--- src/rtl/stopwatch_pkg.sv ---
// Shared types and default constants for the stopwatch controller.
package stopwatch_pkg;

   typedef enum logic [1:0] {
      IDLE  = 2'b00,
      RUN   = 2'b01,
      PAUSE = 2'b10,
      DONE  = 2'b11
   } sw_state_t;

   localparam int DEF_TIC_DIV   = 1000000;
   localparam int DEF_MAX_COUNT = 9999;

endpackage

--- src/rtl/stopwatch_ctrl_if.sv ---
// Button, counter-feedback and control signals between the controller and the
// counter/display datapath. The controller is the slave side.
interface stopwatch_ctrl_if #(
   parameter int N = 14
);
   import stopwatch_pkg::*;

   logic            start_stop;
   logic            clear;
   logic [N-1:0]    count;
   logic            tic;
   logic            en;
   logic            cnt_clr;
   logic            running;
   logic            at_max;
   sw_state_t       state;

   modport master (
      output start_stop, clear, count,
      input  tic, en, cnt_clr, running, at_max, state
   );

   modport slave (
      input  start_stop, clear, count,
      output tic, en, cnt_clr, running, at_max, state
   );

endinterface

--- src/rtl/tic_prescaler.sv ---
// Divides the system clock down to one terminal event every TIC_DIV advances.
// The count holds whenever advance is low, which is how a pause resumes
// mid-period.
module tic_prescaler
   import stopwatch_pkg::*;
#(
   parameter int TIC_DIV = DEF_TIC_DIV
) (
   input  logic clk,
   input  logic rst,
   input  logic advance,
   input  logic zero,
   output logic terminal
);

   localparam int            W    = (TIC_DIV > 1) ? $clog2(TIC_DIV) : 1;
   localparam logic [W-1:0]  LAST = W'(TIC_DIV - 1);

   logic [W-1:0] cnt_q;

   assign terminal = advance & (cnt_q == LAST);

   // Prescale counter: zero wins, otherwise count up and roll over at LAST.
   always_ff @(posedge clk or posedge rst) begin
      if (rst) begin
         cnt_q <= '0;
      end else if (zero) begin
         cnt_q <= '0;
      end else if (advance) begin
         cnt_q <= (cnt_q == LAST) ? '0 : cnt_q + 1'b1;
      end
   end

endmodule

--- src/rtl/stopwatch_ctrl.sv ---
// Stopwatch run/pause/idle/done sequencer. Turns the start/stop and clear
// buttons into counter tic/clear pulses and stops or wraps at MAX_COUNT.
// Every output comes straight from a flop.
module stopwatch_ctrl
   import stopwatch_pkg::*;
#(
   parameter int N         = 14,
   parameter int TIC_DIV   = DEF_TIC_DIV,
   parameter int MAX_COUNT = DEF_MAX_COUNT,
   parameter bit WRAP      = 1'b1
) (
   input logic             clk,
   input logic             rst,
   stopwatch_ctrl_if.slave bus
);

   localparam logic [N-1:0] MAX_VAL = N'(MAX_COUNT);

   sw_state_t state_q, state_d;
   logic      start_stop_q, clear_q;
   logic      ss_edge, clr_rise, at_top;
   logic      advance, zero, terminal;
   logic      tic_d, cnt_clr_d, run_d, done_d;
   logic      tic_q, cnt_clr_q, run_q, done_q;

   assign ss_edge  = bus.start_stop & ~start_stop_q;
   assign clr_rise = bus.clear & ~clear_q;
   // Anything past the terminal count is handled as the terminal count.
   assign at_top   = (bus.count >= MAX_VAL);
   assign advance  = (state_q == RUN) & ~ss_edge & ~bus.clear;
   assign zero     = bus.clear | ((state_q == IDLE) & ss_edge);

   tic_prescaler #(
      .TIC_DIV (TIC_DIV)
   ) u_prescaler (
      .clk      (clk),
      .rst      (rst),
      .advance  (advance),
      .zero     (zero),
      .terminal (terminal)
   );

   // State register, button history and registered outputs.
   always_ff @(posedge clk or posedge rst) begin
      if (rst) begin
         state_q      <= IDLE;
         // A start/stop button held through reset must not look like a press.
         start_stop_q <= 1'b1;
         clear_q      <= 1'b0;
         tic_q        <= 1'b0;
         cnt_clr_q    <= 1'b0;
         run_q        <= 1'b0;
         done_q       <= 1'b0;
      end else begin
         // NOTE: non-blocking so every flop samples the pre-edge values.
         state_q      <= state_d;
         start_stop_q <= bus.start_stop;
         clear_q      <= bus.clear;
         tic_q        <= tic_d;
         cnt_clr_q    <= cnt_clr_d;
         run_q        <= run_d;
         done_q       <= done_d;
      end
   end

   // Next state: clear overrides everything, then start/stop edges, then
   // the halt-at-terminal case.
   always_comb begin
      // NOTE: default first so every path assigns state_d and no latch forms.
      state_d = state_q;
      if (bus.clear) begin
         state_d = IDLE;
      end else begin
         unique case (state_q)
            IDLE:    if (ss_edge) state_d = RUN;
            RUN: begin
               if (ss_edge) begin
                  state_d = PAUSE;
               end else if (terminal && at_top && !WRAP) begin
                  state_d = DONE;
               end
            end
            PAUSE:   if (ss_edge) state_d = RUN;
            DONE:    state_d = DONE;
            default: state_d = IDLE;
         endcase
      end
   end

   // Next output values. terminal already implies RUN without clear or
   // ss_edge, so tic and a clear-button pulse can never coincide.
   always_comb begin
      tic_d     = terminal & ~at_top;
      cnt_clr_d = clr_rise | (terminal & at_top & WRAP);
      run_d     = (state_d == RUN);
      done_d    = (state_d == DONE);
   end

   assign bus.tic     = tic_q;
   assign bus.cnt_clr = cnt_clr_q;
   assign bus.en      = run_q;
   assign bus.running = run_q;
   assign bus.at_max  = done_q;
   assign bus.state   = state_q;

endmodule

--- src/flat_wrapper.sv ---
// flat-port wrapper written by rule: the top's interface ports become plain ports
module stopwatch_ctrl_flat import stopwatch_pkg::*;
#(
   parameter int N         = 14,
   parameter int TIC_DIV   = DEF_TIC_DIV,
   parameter int MAX_COUNT = DEF_MAX_COUNT,
   parameter bit WRAP      = 1'b1
)
  (clk, rst, bus_start_stop, bus_clear, bus_count, bus_tic, bus_en, bus_cnt_clr, bus_running, bus_at_max, bus_state);
  stopwatch_ctrl_if #(.N(N)) bus_i ();
  input logic clk;
  input logic rst;
  input wire logic [$bits(bus_i.start_stop)-1:0] bus_start_stop;
  input wire logic [$bits(bus_i.clear)-1:0] bus_clear;
  input wire logic [$bits(bus_i.count)-1:0] bus_count;
  output wire logic [$bits(bus_i.tic)-1:0] bus_tic;
  output wire logic [$bits(bus_i.en)-1:0] bus_en;
  output wire logic [$bits(bus_i.cnt_clr)-1:0] bus_cnt_clr;
  output wire logic [$bits(bus_i.running)-1:0] bus_running;
  output wire logic [$bits(bus_i.at_max)-1:0] bus_at_max;
  output wire logic [$bits(bus_i.state)-1:0] bus_state;
  assign bus_i.start_stop = bus_start_stop;
  assign bus_i.clear = bus_clear;
  assign bus_i.count = bus_count;
  assign bus_tic = bus_i.tic;
  assign bus_en = bus_i.en;
  assign bus_cnt_clr = bus_i.cnt_clr;
  assign bus_running = bus_i.running;
  assign bus_at_max = bus_i.at_max;
  assign bus_state = bus_i.state;
  stopwatch_ctrl #(.N(N), .TIC_DIV(TIC_DIV), .MAX_COUNT(MAX_COUNT), .WRAP(WRAP)) u_core (.clk(clk), .rst(rst), .bus(bus_i));
endmodule
--- config.mk ---
export PLATFORM = sky130hd
export DESIGN_NAME = stopwatch_ctrl_flat
export DESIGN_NICKNAME = d
export VERILOG_FILES = /design/src/rtl/stopwatch_pkg.sv /design/src/rtl/stopwatch_ctrl_if.sv /design/src/rtl/tic_prescaler.sv /design/src/rtl/stopwatch_ctrl.sv /design/src/flat_wrapper.sv
export SDC_FILE = /design/constraint.sdc
export NUM_CORES = 1
export LEC_CHECK = 0
export CORE_ASPECT_RATIO = 0.75
export CORE_MARGIN = 2
export CORE_UTILIZATION = 40
export CTS_BUF_LIST = sky130_fd_sc_hd__clkbuf_8
export DETAILED_ROUTE_END_ITERATION = 8
export PLACE_DENSITY = 0.66
export SYNTH_ARGS = -nofsm -noshare
export SYNTH_HDL_FRONTEND = slang
export SYNTH_SLANG_ARGS = --single-unit
--- constraint.sdc ---
create_clock -name clk -period 1.6 [get_ports clk]
set_input_delay 0.24 -clock clk [delete_from_list [all_inputs] [get_ports clk]]
set_output_delay 0.24 -clock clk [all_outputs]
set_load 0.05 [all_outputs]
# Word level (Yosys, flattened, before mapping)
# Index checks and enable logic that the tools add are counted.
[word_totals]
reg_bits = 28
elab_cells = 41
input_bits = 18
out_inout_bits = 7
[op_classes]
bitwise = 15
addsub = 1
magnitude_cmp = 1
reduce_logical = 3
muxes = 7
eq_ne = 6
[op_table]
columns = ["op", "count"]
rows = [
  ["20-bit two-way mux", 3],
  ["20-bit by 1-bit adder with 20-bit output (second input constant)", 1],
  ["20-bit equality test (second input constant)", 1],
  ["14-bit >= comparator (second input constant)", 1],
  ["1-bit AND", 8],
  ["2-bit equality test (second input constant)", 3],
  ["2-bit two-way mux", 3],
  ["2-bit case mux with 3 select lines", 1],
  ["1-bit NOT", 5],
  ["2-bit by 1-bit equality test with 1-bit output (second input constant)", 2],
  ["2-bit logical NOT", 1],
  ["1-bit bitwise OR", 2],
  ["2-bit nonzero test", 1],
  ["2-bit OR reduction", 1],
]

# Longest topological paths before layout
# Gate-level depths: netlist of the first run.
[logic_depth]
ltp_word = 8
depth_mapped = 7
depth_no_buf = 6

# Modules after synthesis
# A second synthesis of the first run with hierarchy kept.
[unflattened]
hier_cells = 155
area_unflattened_um2 = 1503.9
[by_module_without_submodules]
columns = ["mod", "instances", "seq_area_each_um2", "cells_each", "area_per_inst_um2"]
rows = [
  ["tic_prescaler", 1, 500.5, 120, 1138.6],
  ["stopwatch_ctrl", 1, 201.4, 35, 365.4],
]

# Least setup slack after synthesis of the first run
# Ideal clock, no wire load.
[synth_path]
kind = "register -> register"
from = "reg u_core.state_q[0], in the netlist u_core.bus.state[0]"
to = "reg u_core.u_prescaler.cnt_q[16]"
path_buffers = 1
stages_incl_launch_ff = 7
period_less_slack_ps = 1830
required_ps = 1518
arrival_time_ps = 1748
setup_slack_ps = -230
setup_time_ps = 82
cell_sequence = "dfrtp_1 -> nand2b_1 -> or3_4 -> a21oi_4 -> buf_6 -> a31oi_1 -> a31oi_1"
[synth_via]
elab_chain_len = 4
word_cells_on_any_way = 8
cone_classes = "eq/ne (1); mux (1); bitwise (4); reduce/logical (2)"
[synth_rtl]
columns = ["element", "line", "rtl"]
rows = [
  ["start, declared", "stopwatch_ctrl.sv:19", "sw_state_t state_q, state_d;"],
  ["start signal, assigned", "stopwatch_ctrl.sv:56", "state_q <= state_d;"],
  ["2-bit by 1-bit equality test with 1-bit output / 2-bit logical NOT (equally long branches)", "stopwatch_ctrl.sv:30, stopwatch_ctrl.sv:31", ""],
  ["1-bit AND (on tied branches)", "stopwatch_ctrl.sv:30, stopwatch_ctrl.sv:31", ""],
  ["1-bit AND / 1-bit bitwise OR (equally long branches)", "stopwatch_ctrl.sv:30, stopwatch_ctrl.sv:31", ""],
  ["2-bit nonzero test (no source line) / 20-bit two-way mux (equally long branches)", "--", ""],
  ["end signal, assigned", "tic_prescaler.sv:30", "cnt_q <= (cnt_q == LAST) ? '0 : cnt_q + 1'b1;"],
  ["end, declared", "tic_prescaler.sv:19", "logic [W-1:0] cnt_q;"],
]
# Several ways; a longest one is shown, not always the timed one.
# A chain may end at the register's enable or synchronous reset.

# Worst setup path after layout of the first run
[layout_path]
from = "reg u_core.u_prescaler.cnt_q[18]"
to = "reg u_core.u_prescaler.cnt_q[5]"
[layout_via]
elab_chain_len = 4
[layout_rtl]
columns = ["element", "line", "rtl"]
rows = [
  ["20-bit equality test", "tic_prescaler.sv:30", ""],
  ["20-bit two-way mux", "tic_prescaler.sv:30", ""],
  ["20-bit two-way mux", "tic_prescaler.sv:29", "end else if (advance) begin"],
  ["20-bit two-way mux", "tic_prescaler.sv:27", "end else if (zero) begin"],
]
# No other way between the ends. The select of a mux whose other input is x is not followed.

==> impl_metrics.tcl, run 1 <==
set metrics [dict create \
    synth_compound_area_share_pct 20.41 \
    worst_slack_ns -0.09195 \
    worst_pin_slew_ns 0.3907 \
    start_util_pct 42.48 \
    grt_overflow 0 \
    syn_area_per_cell_um2 9.605 \
    seqPwrFrac_pct 53.1 \
    core_mm2 0.003709 \
    synth_edf_count 0 \
    grt_first_pass_wirelength_um 7334 \
    synth_top_area_share_pct 42.89 \
    r2r_start "u_core.u_prescaler.cnt_q[18]" \
    crit_path_end_kind "flip-flop" \
    first_iter_violations 107 \
    vias_per_cell 5.525 \
    synth_most_common_cell "dfrtp_1" \
    vias 1569 \
    max_freq_mhz 591.0 \
    synth_area_leaders "dfrtp_1 (43%), a31oi_1 (7.9%), nand2_1 (5.5%), a41oi_1 (3.3%), nand3_1 (2.9%)" \
    drc 0 \
    clkPwrFrac_pct 28.8 \
    cts_buffer_depth 2 \
    hp-class "primary input to async pin" \
    portBuffers 24 \
    antenna_found_initial 0 \
    rows 19 \
    nets 252 \
    cts_sinks 28 \
    utilization_pct 64.98 \
    vdd_ir_drop_max_v 0.0004417 \
    synthCells 164 \
    rsz0062_at_grt "yes" \
    combinationalPowerShare_pct 18.1 \
    crit_fanout 5 \
    numCtsBuffers 3 \
    swShare_pct 26.30 \
    clock_skew_ns 0.007904 \
    clkTransAtPathRegs_ns 0.10 \
    crit_required_ns 1.80 \
    grt_usage_pct 21.08 \
    synthXorXnorAreaFrac_pct 1.112 \
    ys_top_cells_by_count "dfrtp_1 (27), nand2_1 (23), a31oi_1 (20)" \
    violations "setup timing" \
    synth_top_cell_by_area "dfrtp_1" \
    slew_headroom_pct 73.93 \
    reg2reg_to "u_core.u_prescaler.cnt_q[5]" \
    fp.dieW_um 76.46 \
    clock_latency_ns 0.28 \
    async_reset_ff_share_pct 100.0 \
    slew_viol_final 0 \
    clock-root-buffer "clkbuf_8" \
    hold_buffers 0 \
    die-area_mm2 0.004461 \
    timing.reg2reg.setup_slack_ns -0.09 \
    switchingPower_mw 0.3598 \
    synth_top_family_by_area "simple AND/OR/NAND/NOR gates" \
    muxShareOfSynthArea_pct 0.7149 \
    maxCapViolCount 0 \
    power.density_mw_per_mm2 567.8 \
    ys_ff_latch 28 \
    finalHoldViolCount 0 \
    power_mw 1.368 \
    fillers 300 \
    status "finished, violations left" \
    ys_warn_count 0 \
    ios 25 \
    area.growth.synth_to_final_pct 52.98 \
    p_int_mw 1.008 \
    antenna_cells 0 \
    die_height_um 58.35 \
    startpoint_type "flip-flop" \
    seq_area_frac_synth_pct 44.56 \
    wire_per_inst_um 15.77 \
    p_leak_nw 1.031 \
    ys_types 45 \
    place_congestion 0.9115 \
    finalSetupViolCount 20 \
    dp_hpwl_um 3042 \
    h-tree-depth 1 \
    fin_crit_ns 1.692 \
    syn_nets 183 \
    synth-simple-area-share_pct 26.77 \
    first_pass_iters 4 \
    drt_wl_total_um 4478 \
    critPathArrivalTime_ns 1.89 \
    cts_tree "built" \
    synth_ff_type "dfrtp_1" \
    synthAdderAreaFrac_pct 0.7943 \
    synthesis.area_mm2 0.001575 \
    fin_crit_sh_pct 105.7 \
    grt_max_degree 21 \
    final_layout_size_suffix_gt1_share_pct 42.67 \
    worstSetupPathType "flip-flop to flip-flop" \
    reg2regPathDepth 7 \
    drtAntennaViolNets 0 \
    grt_pass1_vias 1544 \
]
## how the worst max path moves through the flow
stage	startpoint	to	slack, ns	depth (start not counted)
after global placement	bus_clear	u_core.u_prescaler.cnt_q[8]	-0.23	7
after CTS	u_core.u_prescaler.cnt_q[15]	u_core.u_prescaler.cnt_q[18]	-0.07	7
after floorplan	u_core.bus.state[0]	u_core.u_prescaler.cnt_q[16]	-0.1	6
after detailed placement	bus_clear	u_core.u_prescaler.cnt_q[3]	-0.30	7
after global routing	u_core.u_prescaler.cnt_q[18]	u_core.u_prescaler.cnt_q[5]	-0.15	7
final	u_core.u_prescaler.cnt_q[18]	u_core.u_prescaler.cnt_q[5]	-0.09	7
## state kept, by name, summed over array words and instances (netlist names)
name and flops:
u_core.u_prescaler.cnt_q 20, u_core.bus.state 2, u_core.bus.at_max 1, u_core.bus.cnt_clr 1
u_core.bus.en 1, u_core.bus.tic 1, u_core.clear_q 1, u_core.start_stop_q 1
## what timing repair did
item / in CTS / in global routing
gates resized for setup: 19 / 14
pin swaps: 17 / 20
endpoints found under the setup margin: 21 / 22
setup buffers: 3 / 9
## kinds of logic after synthesis
group	count (synthesis)
adders and majority gates	1
AOI/OAI and AO/OA	44
buffers and inverters	15
muxes	1
DFF	28
and+or+nand+nor	73
xor gates and xnor gates	2
## final cells by class
type / count / area, um^2 / share of cell area, %
Multi-Input combinational cell: 121 / 915.9 / 38.01
Sequential cell: 28 / 706.9 / 29.34
Timing Repair Buffer: 74 / 658.1 / 27.31
Tap cell: 52 / 65.06 / 2.700
Clock buffer: 3 / 41.29 / 1.713
Inverter: 5 / 18.77 / 0.7788
Clock inverter: 1 / 3.754 / 0.1558
## critical path: stages, from the launching register on
cell and delay (ns):
dfrtp_1 0.40, and3_4 0.20, and4_4 0.20, a221oi_4 0.32, buf_6 0.17, buf_6 0.12, nand2_2 0.04, a31oi_1 0.16
## per-layer routing
| metal | vias to the layer above | wire, um | global-route usage, % |
|---|---|---|---|
| met5 | - | 0 | 0 |
| met2 | 57 | 2043 | 33.00 |
| met3 | 7 | 281 | 3.681 |
| met4 | 0 | 53 | 8.312 |
| met1 | 747 | 2099 | 29.71 |
| li1 | 758 | - | - |
## power groups by stage
stage | Sequential, mW | Combinational (mW) | Clock [mW]
final | 0.727 | 0.247 | 0.394
after global routing | 0.729 | 0.264 | 0.438
after CTS | 0.727 | 0.236 | 0.407
after detailed placement | 0.741 | 0.224 | 0
after global placement | 0.740 | 0.219 | 0
after floorplan | 0.762 | 0.0957 | 0
## through the flow
step	hold WS (ns)	std cells	setup WS [ns]	TNS (ns)	cell area (um^2)
after global placement	0.4263	269	-0.2311	-3.787	2140
final	0.2317	284	-0.09195	-0.9837	2410
after detailed placement	0.4410	269	-0.2969	-4.621	2140
after global routing	0.2759	284	-0.1474	-2.021	2410
after CTS	0.2539	276	-0.06540	-0.5474	2296
after floorplan	0.2445	164	-0.09945	-1.044	1592
## placed cells by master (no fill, tap or decap), drive strengths merged, types with 3 or more instances in the layout
master          n
o21ai           4
nand4           6
inv             6
nand2          23
clkbuf          3
clkdlybuf4s50  17
and3            4
a31oi          20
nor2           10
a21oi           6
nand3          10
dfrtp          27
a41oi           6
buf            57
and4            3
nor4            3
Note: power is estimated with default switching activity, not from simulation.
==> run 2, diff against run 1 <==
--- a/config.mk
+++ b/config.mk
@@ -5,6 +5,7 @@
 export SDC_FILE = /design/constraint.sdc
 export NUM_CORES = 1
 export LEC_CHECK = 0
+export CAP_MARGIN = 40
 export CORE_ASPECT_RATIO = 0.75
 export CORE_MARGIN = 2
 export CORE_UTILIZATION = 40
==> results of run 2 <==
Final layout, timing and power as in run 1 (identical DEF).
==> run 3, diff against run 2 <==
--- a/config.mk
+++ b/config.mk
@@ -11,6 +11,7 @@
 export CORE_UTILIZATION = 40
 export CTS_BUF_LIST = sky130_fd_sc_hd__clkbuf_8
 export DETAILED_ROUTE_END_ITERATION = 8
+export GPL_TIMING_DRIVEN = 1
 export PLACE_DENSITY = 0.66
 export SYNTH_ARGS = -nofsm -noshare
 export SYNTH_HDL_FRONTEND = slang
==> results of run 3 <==
Final layout, timing and power as in run 1 (identical DEF).
